[config.mk]
export PLATFORM = sky130hd
export DESIGN_NAME = safe_lock_ctrl
export DESIGN_NICKNAME = d
export VERILOG_FILES = /design/src/rtl/safe_lock_ctrl.sv
export SDC_FILE = /design/constraint.sdc
export NUM_CORES = 1
export LEC_CHECK = 0
export ABC_AREA = 1
export CAP_MARGIN = 20
export CORE_MARGIN = 3
export CORE_UTILIZATION = 40
export DETAILED_ROUTE_END_ITERATION = 6
export PLACE_DENSITY = 0.65
export SLEW_MARGIN = 25
export SYNTH_ARGS = -nofsm -noshare
export SYNTH_HDL_FRONTEND = slang
export SYNTH_SLANG_ARGS = --single-unit
[constraint.sdc]
create_clock -name clk -period 2.9 [get_ports clk]
set_input_delay 0.87 -clock clk [delete_from_list [all_inputs] [get_ports clk]]
set_output_delay 0.87 -clock clk [all_outputs]
set_load 0.03 [all_outputs]
[src/rtl/safe_lock_ctrl.sv]
// rtl/safe_lock_ctrl.sv - safe lock attempt controller: code serialiser, verdict, unlock and lockout timing
module safe_lock_ctrl #(
    parameter  int CODE_W         = 4,
    parameter  int MAX_FAILS      = 3,
    parameter  int UNLOCK_CYCLES  = 500,
    parameter  int LOCKOUT_CYCLES = 1000,
    localparam int FC_W           = $clog2(MAX_FAILS + 1)
) (
    input  logic              clk,
    input  logic              rstn,
    input  logic              code_valid,
    input  logic [CODE_W-1:0] code,
    output logic              code_ready,
    input  logic              relock,
    output logic              ser_val,
    output logic              ser_data,
    output logic              chk_clr_n,
    input  logic              chk_val,
    input  logic              chk_unlock,
    output logic              unlock,
    output logic              locked_out,
    output logic [FC_W-1:0]   fail_cnt,
    output logic              attempt_done,
    output logic              attempt_pass
);

    localparam int TMR_MAX = (UNLOCK_CYCLES > LOCKOUT_CYCLES) ? UNLOCK_CYCLES : LOCKOUT_CYCLES;
    localparam int TMR_W   = (TMR_MAX > 1) ? $clog2(TMR_MAX) : 1;
    localparam int BC_W    = (CODE_W > 1) ? $clog2(CODE_W) : 1;

    typedef enum logic [2:0] {
        IDLE    = 3'd0,
        CLEAR   = 3'd1,
        SEND    = 3'd2,
        EVAL    = 3'd3,
        OPEN    = 3'd4,
        LOCKOUT = 3'd5
    } state_t;

    state_t            state;
    state_t            state_nxt;
    logic [CODE_W-1:0] shift;
    logic [BC_W-1:0]   bit_cnt;
    logic [TMR_W-1:0]  timer;
    logic              pass_q;
    logic              take;
    logic              pass;
    logic              last_fail;

    assign take      = code_valid && (state == IDLE);
    assign pass      = chk_val && chk_unlock;
    assign last_fail = (int'(fail_cnt) + 1 == MAX_FAILS);

    always_ff @(posedge clk or negedge rstn) begin
        if (!rstn) begin
            state <= IDLE;
        end else begin
            state <= state_nxt;
        end
    end

    always_comb begin
        state_nxt = state;
        case (state)
            IDLE:    if (take) state_nxt = CLEAR;
            CLEAR:   state_nxt = SEND;
            SEND:    if (bit_cnt == BC_W'(CODE_W - 1)) state_nxt = EVAL;
            EVAL: begin
                if (pass)           state_nxt = OPEN;
                else if (last_fail) state_nxt = LOCKOUT;
                else                state_nxt = IDLE;
            end
            OPEN:    if (timer == '0 || relock) state_nxt = IDLE;
            LOCKOUT: if (timer == '0) state_nxt = IDLE;
            default: state_nxt = IDLE;
        endcase
    end

    always_comb begin
        code_ready   = (state == IDLE);
        unlock       = (state == OPEN);
        locked_out   = (state == LOCKOUT);
        attempt_done = (state == EVAL);
        attempt_pass = (state == EVAL) ? pass : pass_q;
    end

    // Serial outputs are registered from the next state so the checker sees clean flop outputs.
    always_ff @(posedge clk or negedge rstn) begin
        if (!rstn) begin
            shift     <= '0;
            bit_cnt   <= '0;
            ser_val   <= 1'b0;
            ser_data  <= 1'b0;
            chk_clr_n <= 1'b1;
            timer     <= '0;
            fail_cnt  <= '0;
            pass_q    <= 1'b0;
        end else begin
            chk_clr_n <= (state_nxt != CLEAR);
            ser_val   <= (state_nxt == SEND);
            if (take) begin
                shift <= code;
            end else if (state_nxt == SEND) begin
                shift <= shift << 1;
            end
            ser_data <= (state_nxt == SEND) ? shift[CODE_W-1] : 1'b0;

            if (state == CLEAR) begin
                bit_cnt <= '0;
            end else if (state == SEND) begin
                bit_cnt <= bit_cnt + BC_W'(1);
            end

            if (state == EVAL) begin
                pass_q <= pass;
                if (pass) begin
                    fail_cnt <= '0;
                    timer    <= TMR_W'(UNLOCK_CYCLES - 1);
                end else if (last_fail) begin
                    fail_cnt <= FC_W'(MAX_FAILS);
                    timer    <= TMR_W'(LOCKOUT_CYCLES - 1);
                end else begin
                    fail_cnt <= fail_cnt + FC_W'(1);
                end
            end else if (state == OPEN || state == LOCKOUT) begin
                if (timer != '0) begin
                    timer <= timer - TMR_W'(1);
                end else if (state == LOCKOUT) begin
                    fail_cnt <= '0;
                end
            end
        end
    end

endmodule

* Word-level counts from Yosys, hierarchy flattened
Index checks and enable logic that the tools add are counted.
** Storage, ports and cells
- Bits in registers :: 25
- Latch bits :: 0
- Bits in writable memories :: 0
- Bits in read-only memories :: 0
- Input port bits :: 10
- Output and inout port bits :: 10
- Word-level logic and storage cells :: 62
- Memories kept :: 0
** Operators by class
- $add $sub $neg :: 4
- Multiply operators :: 0
- Divide/modulo/power cells :: 0
- Magnitude comparators :: 0
- Equal/unequal tests :: 11
- Shift-type cells :: 0
- Mux-type cells :: 24
- Bitwise operators :: 0
- Reductions and logical operators :: 14
** Operator list (number)
- $mux W10 :: 5
- $mux W3 :: 6
- $pmux W3 S6 :: 1
- $mux W2 :: 8
- $eq A3 B2 Y1 const B :: 4
- $logic_not A10 Y1 :: 1
- $reduce_bool A10 Y1 :: 1
- $reduce_bool A2 Y1 :: 5
- $sub A10 B1 Y10 const B :: 1
- $mux W4 :: 2
- $eq A3 B3 Y1 const B :: 2
- $ne A3 B1 Y1 const B :: 2
- $reduce_and A3 Y1 :: 2
- $add A2 B1 Y2 const B :: 2
- $add A2 B1 Y3 const B :: 1
- $eq A3 B1 Y1 const B :: 1
- $logic_not A3 Y1 :: 1
- $eq A2 B2 Y1 const B :: 1
- $logic_and A1 B1 Y1 :: 2
- $logic_or A1 B1 Y1 :: 2
- $mux W1 :: 2
- $ne A2 B2 Y1 const B :: 1

* Logic depth before layout (Yosys ltp)
Gate-level depths: netlist of run 1.
- Depth in word-level cells :: 8
- Depth in mapped cells :: 11
- Depth with buffers taken out :: 11

* Worst setup path before layout of run 1
No wires, ideal clock.
- Path type :: input-to-output
- Start point :: input port chk_val
- End point :: output port attempt_pass
- Arrival :: 1.537 ns
- Data required time :: 2.030 ns
- Slack :: 0.493 ns
- Cell stages on the path :: 4
- Path buffers :: 0
- Cells stage by stage :: nand2_1 inv_1 nor2_1 nor2_1
** Between the ends
- Cells in the longest elaborated chain, start to end :: 2
** RTL lines
- start, declared :: line 18 : input logic chk_val,
- $logic_and A1 B1 Y1 :: line 51 : assign pass = chk_val && chk_unlock;
- $mux W1
- end, declared :: line 24 : output logic attempt_pass
Every way passes these cells.

* Worst setup path in the final report of run 1
- Start point :: input port chk_unlock
- End point :: output port attempt_pass
** Between the ends
- Cells in the longest elaborated chain, start to end :: 2
** RTL lines
- start, declared :: line 19 : input logic chk_unlock,
- $logic_and A1 B1 Y1 :: line 51
- $mux W1
Every way passes these cells.

==> results.json, run 1 <==
{
  "synth-seq-cells": 25,
  "grt_max_degree": 26,
  "cts_sinks": 25,
  "grt_overflow": 0,
  "fin_crit_ns": 2.78,
  "drive_gt1_share_pct": 12.8,
  "crit_top_cell": "nor2_1",
  "p_switching_uw": 909,
  "layoutNonFillerInstCount": 264,
  "antenna_found_initial": 0,
  "hold_depth": 2,
  "areaGrowthSynthToFinish_pct": 18.7,
  "cts_made_buffers": 3,
  "grt_pass1_vias": 1104,
  "grt_pass1_wl_um": 4880,
  "rows": 21,
  "end_kind": "output port",
  "die_h_um": 66.2,
  "vias": 1220,
  "setup_viol_count_final": 0,
  "diodes": 0,
  "critPathKind": "in2out",
  "viasPerCell": 4.62,
  "grt_util_all_layers_pct": 14.3,
  "final_hold_viol_count": 0,
  "clk_pin_slew_ns": 0.13,
  "rr_endpoint": "timer[9]$_DFFE_PN0P_",
  "htree_levels": 1,
  "synth.avg_cell_area_um2": 7.44,
  "synth_nets": 209,
  "fmax_mhz": 360,
  "post_cts_resized": 0,
  "drt_iter0_drc": 34,
  "drtPass1Iterations": 4,
  "gp_congestion": 0.780,
  "root_buffer": "clkbuf_4",
  "power.share.sequential_pct": 32.9,
  "ant_nets": 0,
  "hold_slack_ns": 0.498,
  "clockBufferDepth": 2,
  "drc_errors": 0,
  "netlist_instances": 195,
  "intPower_uw": 940,
  "worst_setup_path_start_kind": "primary input",
  "tightest_slew_ns": 0.341,
  "reg2reg_setup_slack_ns": 1.25,
  "cpPeakStageDelay_ns": 0.45,
  "path_max_fanout": 3,
  "arrival_ns": 1.91,
  "finalCritPeriodShare_pct": 95.8,
  "pwr-share-clk_pct": 8.4,
  "yosys_warnings": 0,
  "reg2reg_depth": 11,
  "ios": 20,
  "place_inst": 260,
  "powerDensity_mw_per_mm2": 1070,
  "fin_skew_ns": 0.00199,
  "drv_cap": 0,
  "initial_core_util_pct": 42.5,
  "hold_path.startpoint": "timer[0]$_DFFE_PN0P_",
  "postCtsHoldBufs": 0,
  "drv_slew": 0,
  "cts_tree": "built",
  "p_comb_share_pct": 58.8,
  "drt_wl_total_um": 2810,
  "crit_slowest_cell": "clkdlybuf4s50_1",
  "p_leak_uw": 0.000927,
  "die_area_mm2": 0.00438,
  "synth_seq_area_share_pct": 43.2,
  "wire_per_inst_um": 10.7,
  "placed_area_mm2": 0.00169,
  "clk_latency_ns": 0.32,
  "p_sw_share_pct": 49.1,
  "worstReg2RegStart": "timer[0]$_DFFE_PN0P_",
  "vdd_ir_drop_max_mv": 0.416,
  "synth.distinct_cells": 23,
  "cp_cell_sequence": "clkdlybuf4s50_1 -> nand2_1 -> inv_1 -> nor2_1 -> nor2_1 -> buf_4",
  "rsz0062_at_grt": "no",
  "cp.required_ns": 2.03,
  "finalSetupTns_ns": 0,
  "syn-cell-area_mm2": 0.00145,
  "final_area_mm2": 0.00172,
  "slew_headroom_pct": 77.2,
  "holdPathEnd": "timer[0]$_DFFE_PN0P_",
  "die_w_um": 66.2,
  "min_path_type": "reg2reg",
  "postCtsSetupRepairBufs": 0,
  "status": "finished, final reports clean",
  "nets": 233,
  "fp.coreArea_mm2": 0.00342,
  "dp.final_hpwl_um": 2140,
  "io_buffers": 19
}
[cell families (layout without fill, tap and decap cells)]
| kind of cell | after synthesis | count (layout) | share of synthesized area (%) |
|---|---|---|---|
| DFF | 25 | 25 | 43.2 |
| adders and majority gates | 4 | 4 | 3.45 |
| buffers and inverters | 31 | 54 | 8.97 |
| and+or+nand+nor | 118 | 118 | 36.1 |
| AOI/OAI and AO/OA | 17 | 17 | 8.28 |
[worst max-delay path: cells and delay by family]
family | cells | cell delay (ns)
buffers and inverters | 3 | 0.74
AND/OR/NAND/NOR | 3 | 0.30
[placed cells by master (no fill, tap or decap), types with 2 or more instances in the layout]
cell type and instances:
buf_4 3, clkbuf_4 3, clkdlybuf4s50_1 18, dfrtp_1 24, ha_1 4, inv_1 25
inv_2 3, nand2_1 66, nand2_2 3, nand2_4 2, nand3_1 16, nand4_1 2
nor2_1 23, nor3_1 2, o21ai_0 9, o21ai_2 6
[layout make-up]
type / count / area (µm²)
flip-flops and latches: 25 / 627
multi-input cells: 139 / 693
inverters: 29 / 114
clock inverters: 1 / 5.00
clock buffers: 3 / 22.5
repair buffers: 21 / 203
well taps: 46 / 57.6
fillers: 332 / 1690
[cells in the mapped netlist]
master | count | area, µm²
inv_2 | 3 | 11.3
nor3_1 | 2 | 10.0
nand2_4 | 2 | 22.5
o22ai_1 | 1 | 6.26
o21ai_0 | 9 | 45.0
nor2_4 | 1 | 11.3
ha_1 | 4 | 50.1
nand3_2 | 1 | 10.0
o21ai_2 | 6 | 52.6
nand4_1 | 2 | 12.5
buf_6 | 1 | 11.3
buf_2 | 1 | 5.00
dfstp_2 | 1 | 26.3
nor2_2 | 1 | 6.26
nand3_4 | 1 | 17.5
inv_1 | 25 | 93.8
o21ai_4 | 1 | 16.3
nand3_1 | 16 | 80.1
clkinv_4 | 1 | 8.76
dfrtp_1 | 24 | 601
nor2_1 | 23 | 86.3
nand2_1 | 66 | 248
nand2_2 | 3 | 18.8
[how the worst max path moves through the flow]
stage | end | from | slack [ns] | depth (start not counted)
after floorplan | attempt_pass | chk_val | 0.49 | 4
after global placement | attempt_pass | chk_val | 0.11 | 6
after detailed placement | attempt_pass | chk_unlock | 0.11 | 6
after CTS | attempt_pass | chk_unlock | 0.11 | 6
after global routing | attempt_pass | chk_unlock | 0.05 | 6
final | attempt_pass | chk_unlock | 0.12 | 6
[power groups by stage]
stage               Clock [µW]  Combinational (µW)  Sequential [µW]
detailed placement           0                1100              614
CTS                        168                1100              608
finish                     155                1090              608
global placement             0                1070              612
floorplan                    0                 788              650
global route               178                1240              626
[metrics by stage]
stage	utilization (%)	total power (µW)	setup slack, ns
3_5_place_dp	49.6	1710	0.109
6_report	50.4	1850	0.121
4_1_cts	50.4	1870	0.105
3_3_place_gp	49.6	1680	0.115
5_1_grt	50.4	2040	0.0507
2_1_floorplan	-	1440	0.493
[layer usage]
layer | vias to the layer above | global-route usage, % | share of wire, %
li1 | 653 | - | -
met1 | 552 | 20.3 | 50
met2 | 13 | 22.4 | 47
met3 | 2 | 2.72 | 2.2
met4 | 0 | 3.05 | 0.89
met5 | - | 0 | 0
[registers in the layout (all words and copies together), names as in the netlist]
| name | flops |
|---|---|
| state | 3 |
| timer | 10 |
| bit_cnt | 2 |
| chk_clr_n | 1 |
| shift | 4 |
| pass_q | 1 |
| fail_cnt | 2 |
| ser_val | 1 |
| ser_data | 1 |
(Power assumes the default switching activity.)
==> run 2: changes to the inputs <==
--- a/config.mk
+++ b/config.mk
@@ -10,7 +10,7 @@
 export CORE_MARGIN = 3
 export CORE_UTILIZATION = 40
 export DETAILED_ROUTE_END_ITERATION = 6
-export PLACE_DENSITY = 0.65
+export PLACE_DENSITY = 0.68
 export SLEW_MARGIN = 25
 export SYNTH_ARGS = -nofsm -noshare
 export SYNTH_HDL_FRONTEND = slang
==> constraint.sdc (replaced) <==
create_clock -name clk -period 2.35 [get_ports clk]
set_input_delay 0.705 -clock clk [delete_from_list [all_inputs] [get_ports clk]]
set_output_delay 0.705 -clock clk [all_outputs]
set_load 0.03 [all_outputs]
==> results.json, run 2 (same netlist as run 1, synthesis figures left out) <==
{
  "status": "finished, final reports clean",
  "clk_pin_slew_ns": 0.14,
  "cp.required_ns": 1.64,
  "cts_sinks": 25,
  "vias": 1194,
  "drv_cap": 0,
  "fin_skew_ns": 0.00760,
  "critPathKind": "reg2out",
  "post-place-ws_ns": -0.120,
  "critPathBufInv": 1,
  "grt_overflow": 0,
  "gp_congestion": 0.851,
  "crit_slowest_cell": "clkdlybuf4s50_1",
  "hold_depth": 2,
  "min_path_type": "reg2reg",
  "top_register": "timer",
  "final_area_mm2": 0.00176,
  "tightest_slew_ns": 0.315,
  "drt_wl_total_um": 2780,
  "cts_tree": "built",
  "use_met2_pct": 22.4,
  "worst_setup_path_start_kind": "flip-flop",
  "diodes": 0,
  "nets": 238,
  "busiest_layer": "met2",
  "vdd_ir_drop_max_mv": 0.621,
  "setup_viol_count_final": 0,
  "antenna_found_initial": 0,
  "cp_cell_sequence": "clkdlybuf4s50_1",
  "post-route-worst-setup-slack_ns": 0.136,
  "path_max_fanout": 1,
  "viasPerCell": 4.44,
  "final_hold_viol_count": 0,
  "arrival_ns": 1.51,
  "worst-path-stages": 1,
  "wire_per_inst_um": 10.3,
  "hold_slack_ns": 0.497,
  "rsz0062_at_grt": "no",
  "grt_use_met1_pct": 20.9,
  "placed_area_mm2": 0.00172,
  "crit_family": "buffers and inverters",
  "cts_made_buffers": 3,
  "root_buffer": "clkbuf_4",
  "met3_usage_pct": 2.04,
  "io_buffers": 19,
  "grt_util_all_layers_pct": 14.6,
  "fp.coreArea_mm2": 0.00342,
  "die_h_um": 66.2,
  "rows": 21,
  "clockBufferDepth": 2,
  "slew_headroom_pct": 78.9,
  "drive_gt1_share_pct": 16.6,
  "finalCritPeriodShare_pct": 94.2,
  "initial_core_util_pct": 42.5,
  "reg2reg_depth": 11,
  "largest_reg_flops": 10,
  "drt_iter0_drc": 65,
  "drtPass1Iterations": 4,
  "ant_nets": 0,
  "dp.final_hpwl_um": 2170,
  "areaGrowthSynthToFinish_pct": 21.7,
  "final_cell_mix": "65 x nand2_1, 24 x inv_1, 24 x dfrtp_1, 21 x nor2_1, 16 x nand3_1",
  "htree_levels": 1,
  "postCtsHoldBufs": 0,
  "grt_max_degree": 26,
  "fin_crit_ns": 2.21,
  "end_kind": "output port",
  "grt_pass1_wl_um": 4950,
  "layout_commonest_cell": "nand2_1",
  "top_regs": "timer (10), shift (4), state (3)",
  "die_w_um": 66.2,
  "cpPeakStageDelay_ns": 0.66,
  "drv_slew": 0,
  "die_area_mm2": 0.00438,
  "drc_errors": 0,
  "powerDensity_mw_per_mm2": 1310,
  "p_leak_uw": 0.000963,
  "grt_pass1_vias": 1109,
  "ios": 20,
  "fmax_mhz": 452,
  "clk_latency_ns": 0.31,
  "fin_total_pwr_uw": 2310
}
run 2: metal layers:
| layer | up-vias | routed length, µm | share of wire [%] |
|---|---|---|---|
| met3 | 2 | 57 | 2.0 |
| met5 | - | 0 | 0 |
| met1 | 521 | 1470 | 53 |
| met4 | 0 | 31 | 1.1 |
| met2 | 12 | 1230 | 44 |
| li1 | 659 | - | - |
run 2: power breakdown:
part	switching [µW]	internal [µW]
Clock	128	63.6
Combinational	864	504
Sequential	131	617
Total	1120	1180
run 2: layout make-up:
class	instances	area (µm²)
fillers	346	1650
multi-input cells	139	701
flip-flops and latches	25	627
repair buffers	26	238
inverters	29	114
well taps	46	57.6
clock buffers	3	22.5
clock inverters	1	5.00
run 2: worst paths after layout:
kind | startpoint | endpoint | slack [ns]
max reg2reg | timer[0]$_DFFE_PN0P_ | timer[9]$_DFFE_PN0P_ | 0.74
min | timer[1]$_DFFE_PN0P_ | timer[1]$_DFFE_PN0P_ | 0.50
min in group asynchronous | rstn | bit_cnt[0]$_DFFE_PN0P_ | 0.73
min reg2reg | timer[1]$_DFFE_PN0P_ | timer[1]$_DFFE_PN0P_ | 0.50
max | chk_clr_n$_DFF_PN1_ | chk_clr_n | 0.14
max in group asynchronous | rstn | chk_clr_n$_DFF_PN1_ | 1.33
run 2: worst reg2reg max path: stages, from the launching register on:
cell and delay, ns:
dfrtp_1 0.40, inv_1 0.11, ha_1 0.18, nand2_1 0.05, nor2_1 0.11, nand2_2 0.10, nand2_1 0.11, nand2_4 0.05
nand2_4 0.15, inv_1 0.13, nand2_1 0.09, nand2_1 0.04
run 2: repair_timing:
action	4_1_cts	5_1_grt
setup buffers	0	1
pin swaps	2	0
resized for setup	11	1
endpoints found under the setup margin	5	2
run 2: per-stage QoR:
step	utilization, %	TNS, ns	instances
after global routing	51.6	0	269
after global placement	50.5	-0.104	264
after CTS	51.4	0	268
final	51.6	0	269
after detailed placement	50.5	-0.120	264
after floorplan	-	0	195
